File: src/rtl/bsn_pkg.sv
// Shared constants, FSM encoding and table-index helper for the bsn block assemblers.
package bsn_pkg;

    localparam int         BLOCK_BYTES = 480;
    localparam int         LDPC_MAX    = 32;
    localparam logic [7:0] FILL_BYTE   = 8'h00;
    localparam int         TS_IDX_W    = 10;

    localparam logic [1:0] S_IDLE   = 2'd0;
    localparam logic [1:0] S_REQ    = 2'd1;
    localparam logic [1:0] S_STREAM = 2'd2;
    localparam logic [1:0] S_DONE   = 2'd3;

    function automatic logic [TS_IDX_W-1:0] ts_index(input logic [4:0] ts, input logic [4:0] idx);
        return {ts, idx};
    endfunction

endpackage

File: src/rtl/sat_cnt16.sv
// 16-bit event counter that sticks at all-ones instead of wrapping.
module sat_cnt16 (
    input  logic        clk,
    input  logic        rst,
    input  logic        inc,
    output logic [15:0] cnt
);

    always_ff @(posedge clk) begin
        if (rst)
            cnt <= 16'd0;
        else if (inc && cnt != 16'hFFFF)
            cnt <= cnt + 16'd1;
    end

endmodule

File: src/rtl/bsn_block_assembler.sv
// Walks the LDPC blocks of one timeslot, reading the selection table per block and
// streaming BLOCK_BYTES bytes from the business FIFO or FILL_BYTE to the encoder.
module bsn_block_assembler
    import bsn_pkg::*;
(
    input  logic        sys_clk,
    input  logic        rst,
    input  logic        frame_start,
    input  logic [4:0]  frame_timeslot,
    input  logic [5:0]  frame_ldpc_num,
    output logic        busy,
    output logic        bsn_byte_rd,
    output logic [9:0]  bsn_timeslot,
    input  logic        bsn_ts_vld,
    input  logic        fifo_empty,
    input  logic [7:0]  fifo_dout,
    output logic        fifo_rd_en,
    output logic        blk_vld,
    output logic [7:0]  blk_data,
    output logic        blk_sop,
    output logic        blk_eop,
    output logic [4:0]  blk_ldpc_idx,
    output logic        frame_done,
    output logic [15:0] underflow_cnt
);

    logic [1:0] state, state_nx;
    logic [4:0] ts_q;
    logic [5:0] num_q;
    logic [4:0] ldpc_idx;
    logic [8:0] byte_cnt;
    logic [5:0] num_in;
    logic       in_stream, take, unf, last_byte, last_blk;

    assign num_in    = (frame_ldpc_num > 6'(LDPC_MAX)) ? 6'(LDPC_MAX) : frame_ldpc_num;
    assign in_stream = (state == S_STREAM);
    assign take      = in_stream && bsn_ts_vld && !fifo_empty;
    assign unf       = in_stream && bsn_ts_vld && fifo_empty;
    assign last_byte = (byte_cnt == 9'(BLOCK_BYTES - 1));
    assign last_blk  = ({1'b0, ldpc_idx} == num_q - 6'd1);

    // FIFO is first-word-fall-through, so the pop goes out in the same cycle the byte is used.
    assign fifo_rd_en = take;

    always_comb begin
        state_nx = state;
        case (state)
            S_IDLE:   if (frame_start) state_nx = (num_in == 6'd0) ? S_DONE : S_REQ;
            S_REQ:    state_nx = S_STREAM;
            S_STREAM: if (last_byte) state_nx = last_blk ? S_DONE : S_REQ;
            default:  state_nx = S_IDLE;
        endcase
    end

    always_ff @(posedge sys_clk) begin
        if (rst) begin
            state        <= S_IDLE;
            ts_q         <= 5'd0;
            num_q        <= 6'd0;
            ldpc_idx     <= 5'd0;
            byte_cnt     <= 9'd0;
            busy         <= 1'b0;
            bsn_byte_rd  <= 1'b0;
            bsn_timeslot <= 10'd0;
            blk_vld      <= 1'b0;
            blk_data     <= 8'd0;
            blk_sop      <= 1'b0;
            blk_eop      <= 1'b0;
            blk_ldpc_idx <= 5'd0;
            frame_done   <= 1'b0;
        end else begin
            state    <= state_nx;
            byte_cnt <= (in_stream && !last_byte) ? byte_cnt + 9'd1 : 9'd0;
            if (state == S_IDLE && frame_start) begin
                ts_q     <= frame_timeslot;
                num_q    <= num_in;
                ldpc_idx <= 5'd0;
            end else if (in_stream && last_byte && !last_blk) begin
                ldpc_idx <= ldpc_idx + 5'd1;
            end

            // Table request is registered so it is valid throughout the REQ cycle.
            bsn_byte_rd <= (state_nx == S_REQ);
            if (state_nx == S_REQ)
                bsn_timeslot <= (state == S_IDLE) ? ts_index(frame_timeslot, 5'd0)
                                                  : ts_index(ts_q, ldpc_idx + 5'd1);

            blk_vld  <= in_stream;
            blk_sop  <= in_stream && (byte_cnt == 9'd0);
            blk_eop  <= in_stream && last_byte;
            blk_data <= take ? fifo_dout : FILL_BYTE;
            if (in_stream)
                blk_ldpc_idx <= ldpc_idx;

            frame_done <= (state == S_DONE);
            busy       <= (state == S_IDLE) ? frame_start : (state != S_DONE);
        end
    end

    sat_cnt16 u_unf_cnt (
        .clk (sys_clk),
        .rst (rst),
        .inc (unf),
        .cnt (underflow_cnt)
    );

endmodule

File: config.mk
export PLATFORM = sky130hd
export DESIGN_NAME = bsn_block_assembler
export DESIGN_NICKNAME = d
export VERILOG_FILES = /design/src/rtl/bsn_pkg.sv /design/src/rtl/sat_cnt16.sv /design/src/rtl/bsn_block_assembler.sv
export SDC_FILE = /design/constraint.sdc
export NUM_CORES = 1
export LEC_CHECK = 0
export CAP_MARGIN = 40
export CORE_UTILIZATION = 40
export DETAILED_ROUTE_END_ITERATION = 10
export GPL_ROUTABILITY_DRIVEN = 0
export GPL_TIMING_DRIVEN = 0
export MAX_ROUTING_LAYER = met4
export PLACE_DENSITY = 0.79
export SLEW_MARGIN = 20
export SYNTH_ARGS = -nofsm -noshare
export SYNTH_HDL_FRONTEND = slang
export SYNTH_SLANG_ARGS = --single-unit
File: constraint.sdc
create_clock -name sys_clk -period 2 [get_ports sys_clk]
set_input_delay 0.2 -clock sys_clk [delete_from_list [all_inputs] [get_ports sys_clk]]
set_output_delay 0.2 -clock sys_clk [all_outputs]
set_load 0.01 [all_outputs]
Yosys cells after proc, flatten, opt, wreduce, memory -nomap -nowiden
Cells that the tools add are included.
{"block": "classes", "n_addsub": 4, "n_mul": 0, "n_div": 0, "order_cmp": 1, "eq_ne": 8, "n_shift": 0, "mux": 8, "n_bitwise": 2, "reduce_logical": 18}
{"operator": "adder 16 x 1 -> 16 bit (second input constant)", "n": 1}
{"operator": "!= test 16 bit (second input constant)", "n": 1}
{"operator": "two-way mux 10 bit", "n": 1}
{"operator": "adder 9 x 1 -> 9 bit (second input constant)", "n": 1}
{"operator": "== test 9 bit (second input constant)", "n": 1}
{"operator": "logical AND 1 bit", "n": 9}
{"operator": "logical NOT 9 bit", "n": 1}
{"operator": "two-way mux 2 bit", "n": 4}
{"operator": "== test 5 x 6 -> 1 bit", "n": 1}
{"operator": "greater-than comparator 6 bit (second input constant)", "n": 1}
{"operator": "logical NOT 6 bit", "n": 1}
{"operator": "two-way mux 6 bit", "n": 1}
{"operator": "case mux 2 bit (3 select lines)", "n": 1}
{"operator": "OR reduction 2 bit", "n": 3}
{"operator": "subtractor 6 x 1 -> 6 bit (second input constant)", "n": 1}
{"operator": "adder 5 x 1 -> 5 bit (second input constant)", "n": 1}
{"operator": "== test 2 x 1 -> 1 bit (second input constant)", "n": 2}
{"operator": "== test 2 bit (second input constant)", "n": 2}
{"operator": "logical NOT 1 bit", "n": 3}
{"operator": "logical NOT 2 bit", "n": 1}
{"operator": "!= test 2 bit (second input constant)", "n": 1}
{"operator": "inverter 1 bit", "n": 2}
{"operator": "two-way mux 1 bit", "n": 1}
{"block": "word_totals", "reg_bits": 72, "latchBits": 0, "mem_bits_rw": 0, "romBits": 0, "out_inout_bits": 46, "elab_cells": 56, "memories": 0}

Logic depth before layout (Yosys ltp)
{"block": "logic_depth", "ltp_word": 7, "mapped_depth": 9, "mapped_depth_nobuf": 8}

Cells and area by module
A second synthesis with hierarchy kept.
{"block": "hier_totals", "hier_cells": 373, "hier_area_um2": 3299.4}
{"module": "bsn_block_assembler", "instances": 1, "cells_per_inst": 274, "area_each_um2": 2451.1, "seq_area_each_um2": 1121.1}
{"module": "sat_cnt16", "instances": 1, "cells_per_inst": 99, "area_each_um2": 848.3, "seq_area_each_um2": 320.3}

Worst setup path after synthesis
No wires, ideal clock.
{"block": "synth_path", "kind": "reg-to-reg", "from": "register num_q[0]", "to": "register ldpc_idx[4]", "arrival_ps": 1822, "required_ps": 1930, "slack_ps": 108, "stages_incl_launch_ff": 9, "path_buffers": 0, "path_cell_list": "dfxtp_1 inv_1 ha_1 nand2b_1 a21o_1 a31oi_1 o211ai_4 or3_1 a21oi_1"}
{"block": "synth_between", "elab_chain_len": 4}
{"element": "start, declared", "line_no": "bsn_block_assembler.sv:29", "source": "logic [5:0] num_q;"}
{"element": "start signal, assigned", "line_no": "bsn_block_assembler.sv:76", "source": "num_q <= num_in;"}
{"element": "subtractor 6 x 1 -> 6 bit", "line_no": "bsn_block_assembler.sv:40", "source": "assign last_blk = ({1'b0, ldpc_idx} == num_q - 6'd1);"}
{"element": "== test 5 x 6 -> 1 bit", "line_no": "bsn_block_assembler.sv:40"}
{"element": "logical NOT 1 bit", "line_no": "bsn_block_assembler.sv:78", "source": "end else if (in_stream && last_byte && !last_blk) begin"}
{"element": "logical AND 1 bit", "line_no": "bsn_block_assembler.sv:78"}
{"element": "end signal, assigned", "line_no": "bsn_block_assembler.sv:79", "source": "ldpc_idx <= ldpc_idx + 5'd1;"}
{"element": "end, declared", "line_no": "bsn_block_assembler.sv:30", "source": "logic [4:0] ldpc_idx;"}
Every way passes these cells.
A chain may end at the register's enable or synchronous reset.

Worst setup path in the final report
{"block": "layout_path", "from": "register num_q[0]", "to": "register bsn_timeslot[0]"}
{"block": "layout_between", "elab_chain_len": 6}
{"element": "subtractor 6 x 1 -> 6 bit", "line_no": "bsn_block_assembler.sv:40"}
{"element": "== test 5 x 6 -> 1 bit", "line_no": "bsn_block_assembler.sv:40"}
{"element": "two-way mux 2 bit (2 in a row)", "line_no": "bsn_block_assembler.sv:50", "source": "S_STREAM: if (last_byte) state_nx = last_blk ? S_DONE : S_REQ;"}
{"element": "case mux 2 bit (3 select lines)", "line_no": "bsn_block_assembler.sv:47", "source": "case (state)"}
{"element": "== test 2 x 1 -> 1 bit", "line_no": "bsn_block_assembler.sv:84", "source": "if (state_nx == S_REQ)"}
{"element": "end signal, assigned", "line_no": "bsn_block_assembler.sv:85", "source": "bsn_timeslot <= (state == S_IDLE) ? ts_index(frame_timeslot, 5'd0)"}
{"element": "end, declared", "line_no": "bsn_block_assembler.sv:13", "source": "output logic [9:0] bsn_timeslot,"}
Every way passes these cells.

==> run_results.csv <==
group,metric,value,unit
outcome,status,"complete, no violations",
power,vdd_drop_max,0.0004167,V
route,wirelength,6743,µm
floorplanning,die_h,89.38,µm
cells_and_area,drive_gt1_share,9.716,%
clock_network,cts-root-buf,"clkbuf_8",
synth,async_flop_share,0,%
clock_network,insertion_delay,0.34,ns
grt,gr-total-overflow,0,
worst_setup_path,arrival,2.17,ns
worst_setup_path,worstPathMaxFanout,7,
worst_setup_path,end_kind,"flip-flop",
route,vias_per_cell,4.946,
floorplanning,io_pins,70,
cells_and_area,final_area,4091,µm²
worst_setup_path,r2r_end,"bsn_timeslot[0]",
placement,numPortBuffers,68,
worst_setup_path,crit_type,"reg -> reg",
route,drt_pre_antenna_iters,4,
route,drt_iter0_markers,137,
synth,ys_seq_area_share,47.19,%
clock_network,cts.sinks,72,
sta,setup_viol,0,
cells_and_area,nNetsFinal,449,
power,p_leak,1.488,nW
worst_hold_path,hold_path_class,"in -> reg",
grt,grt_first_pass_wirelength,10850,µm
sta,holdWs,0.3762,ns
synth,syn_area,3054,µm²
cells_and_area,area_growth,33.96,%
grt,grt_max_degree,11,
worst_hold_path,holdPathEnd,"bsn_timeslot[1]",
placement,place_ws,-0.07511,ns
grt,grtUsageTotal,18.32,%
route,drc,0,
worst_setup_path,r2r-start,"num_q[0]",
sta,relSlewSlack,53.89,%
clock_network,clock_path_buffers,2,
route,avgRoutedWirePerCell,12.94,µm
floorplanning,core_area,7331,µm²
synth,avgSynthCellArea,9.009,µm²
sta,period_share,96.06,%
clock_network,hold_buffers,0,
clock_network,cts_buffers,9,
sta,hold_violations,0,
worst_hold_path,holdPathStages,3,
synth,synth_seq_cells,72,
job,cap_violations,0,
power,p_per_area,669.9,nW/µm²
sta,final.setup_skew,0.006417,ns
placement,dpl.hpwl,4836,µm
clock_network,htree_levels,3,
grt,antenna_found_initial,0,
floorplanning,row_count,31,
worst_setup_path,setup.worst_path.start_class,"flip-flop",
sta,layout_setup_ws,0.07885,ns
floorplanning,dieArea,7989,µm²
clock_network,clkSlewWorstSetupHoldPaths,0.07,ns
grt,grt_pass1_vias,2397,
worst_hold_path,min_from,"rst",
synth,syn_inst,339,
sta,finalCriticalPeriod,1.921,ns
route,ant_nets,0,
sta,setup-tns-final,0,ns
sta,maxSlewViolCount,0,
synth,synth-main-ff-cell,"dfxtp_1",
sta,tightest_slew,0.6864,ns
sta,max_freq,0.5205,GHz
placement,dpl_cell_area,3859,µm²
synth,syn-num-nets,368,
synth,ys_warn_count,0,
worst_setup_path,crit_required,2.25,ns
worst_setup_path,rrSetupSlack,0.08,ns
clock_network,cts_tree,"yes",
worst_setup_path,ff2ff_path_depth,9,
route,dr_total_vias,2577,
floorplanning,dieWidth,89.38,µm
cells_and_area,n_antenna_cell,0,
synth,ys_types,48,
floorplanning,start_util,41.66,%
synth,synth_edf_count,0,
==> logic make-up (layout without fill, tap and decap cells) <==
group | Yosys count | count (layout) | share of synthesized area (%)
AOI/OAI and AO/OA | 52 | 52 | 11.18
xor gates and xnor gates | 30 | 30 | 8.603
adders and majority gates | 5 | 5 | 2.048
buffers and inverters | 24 | 107 | 3.318
DFF | 72 | 72 | 47.19
muxes | 6 | 6 | 1.966
and+or+nand+nor | 150 | 150 | 25.69
==> per-stage QoR <==
step | cells | utilization, % | total power, mW
finish | 521 | 55.81 | 2.741
detailed placement | 506 | 52.64 | 1.788
global placement | 506 | 52.64 | 1.780
CTS | 519 | 54.96 | 2.755
floorplan | 339 | - | 1.665
global route | 521 | 55.81 | 2.860
==> layer usage <==
layer | global-route usage [%] | routed length (µm) | vias to the layer above
met5 | - | 0 | -
met4 | 5.051 | 69 | 0
met3 | 5.355 | 300 | 8
met2 | 29.84 | 3359 | 70
met1 | 22.08 | 3014 | 1176
li1 | - | - | 1323
==> critical path: stages, from the launching register on <==
cell and delay, ns:
dfxtp_4 0.37, inv_1 0.04, ha_1 0.22, nand2b_1 0.17, o211ai_1 0.16, a31oi_4 0.14, o211ai_4 0.29, buf_6 0.17
nand2_2 0.12, o32ai_1 0.14
==> sequential cells by signal, indices dropped and copies added, names as in the netlist <==
signal,count
ts_q,5
bsn_timeslot,10
num_q,6
byte_cnt,9
state,2
frame_done,1
blk_ldpc_idx,5
blk_sop,1
bsn_byte_rd,1
ldpc_idx,5
blk_data,8
blk_vld,1
u_unf_cnt.cnt,16
busy,1
blk_eop,1
==> cell usage after synthesis (2+ instances only) <==
master	count	area [µm²]
dfxtp_1	72	1441
nor4_1	2	12.51
nor3_1	4	20.02
ha_1	5	62.56
xnor2_1	6	52.55
nand2_1	42	157.7
o21ai_1	3	15.01
nand2b_1	7	43.79
and2_1	9	56.30
nor2b_1	2	12.51
o211ai_1	2	15.01
xor2_1	24	210.2
nand4_1	8	50.05
nand3_1	16	80.08
buf_1	2	7.510
o32ai_1	2	17.52
nor2_1	33	123.9
nand3b_1	5	37.54
mux2i_1	6	60.06
a31o_1	4	35.03
buf_2	3	15.01
or3_1	3	18.77
clkbuf_1	6	22.52
a21oi_1	28	140.1
o31ai_1	4	30.03
inv_1	12	45.04
and3_1	8	50.05
==> final cells by class <==
| class | count | area [µm²] |
|---|---|---|
| buffer | 12 | 61.31 |
| multi-input combinational | 243 | 1559 |
| timing repair buffer | 70 | 694.4 |
| inverter | 12 | 45.04 |
| tap | 99 | 123.9 |
| clock inverter | 1 | 5.005 |
| fill | 664 | 3239 |
| sequential | 72 | 1448 |
| clock buffer | 12 | 155.1 |
==> what timing repair did <==
| action | 4_1_cts | 5_1_grt |
|---|---|---|
| cloned | 0 | 1 |
| hold endpoints to repair | 0 | 0 |
| setup buffers | 0 | 1 |
| setup endpoints to repair | 13 | 16 |
| resized for setup | 5 | 14 |
| pin swaps | 0 | 4 |
==> where the power goes <==
part / total [mW] / internal, mW / switching, mW / leakage, nW
clock: 0.972 / 0.496 / 0.476 / 0.0842
combinational: 0.276 / 0.134 / 0.141 / 0.819
sequential: 1.49 / 1.47 / 0.0256 / 0.585
==> worst max path at each step <==
stage	cells after the start	start	endpoint	slack [ns]
2_1_floorplan	8	num_q[0]	ldpc_idx[4]	0.11
3_3_place_gp	8	num_q[0]	ldpc_idx[4]	-0.009
3_5_place_dp	9	num_q[0]	bsn_timeslot[8]	-0.08
4_1_cts	9	num_q[1]	bsn_timeslot[8]	0.04
5_1_grt	9	num_q[0]	bsn_timeslot[0]	-0.01
6_report	9	num_q[0]	bsn_timeslot[0]	0.08
==> cells in the final DEF (no fill, tap or decap), drive strengths merged, types with 3 or more instances in the layout <==
| cell type | netlist | layout |
|---|---|---|
| nand4 | 9 | 9 |
| and3 | 9 | 9 |
| o21ai | 3 | 3 |
| clkbuf | 6 | 18 |
| inv | 12 | 12 |
| nor2 | 34 | 34 |
| nand2 | 43 | 43 |
| nor3 | 4 | 4 |
| o31ai | 4 | 4 |
| mux2i | 6 | 6 |
| ha | 5 | 5 |
| buf | 6 | 8 |
| a31o | 5 | 5 |
| clkdlybuf4s50 | 0 | 67 |
| and2 | 9 | 9 |
| o211ai | 3 | 3 |
| nand2b | 7 | 7 |
| xor2 | 24 | 24 |
| dfxtp | 72 | 72 |
| nand3b | 5 | 5 |
| a21oi | 29 | 29 |
| nand3 | 17 | 17 |
| or3 | 3 | 3 |
| xnor2 | 6 | 6 |
Power figures use the tool's default switching activity.
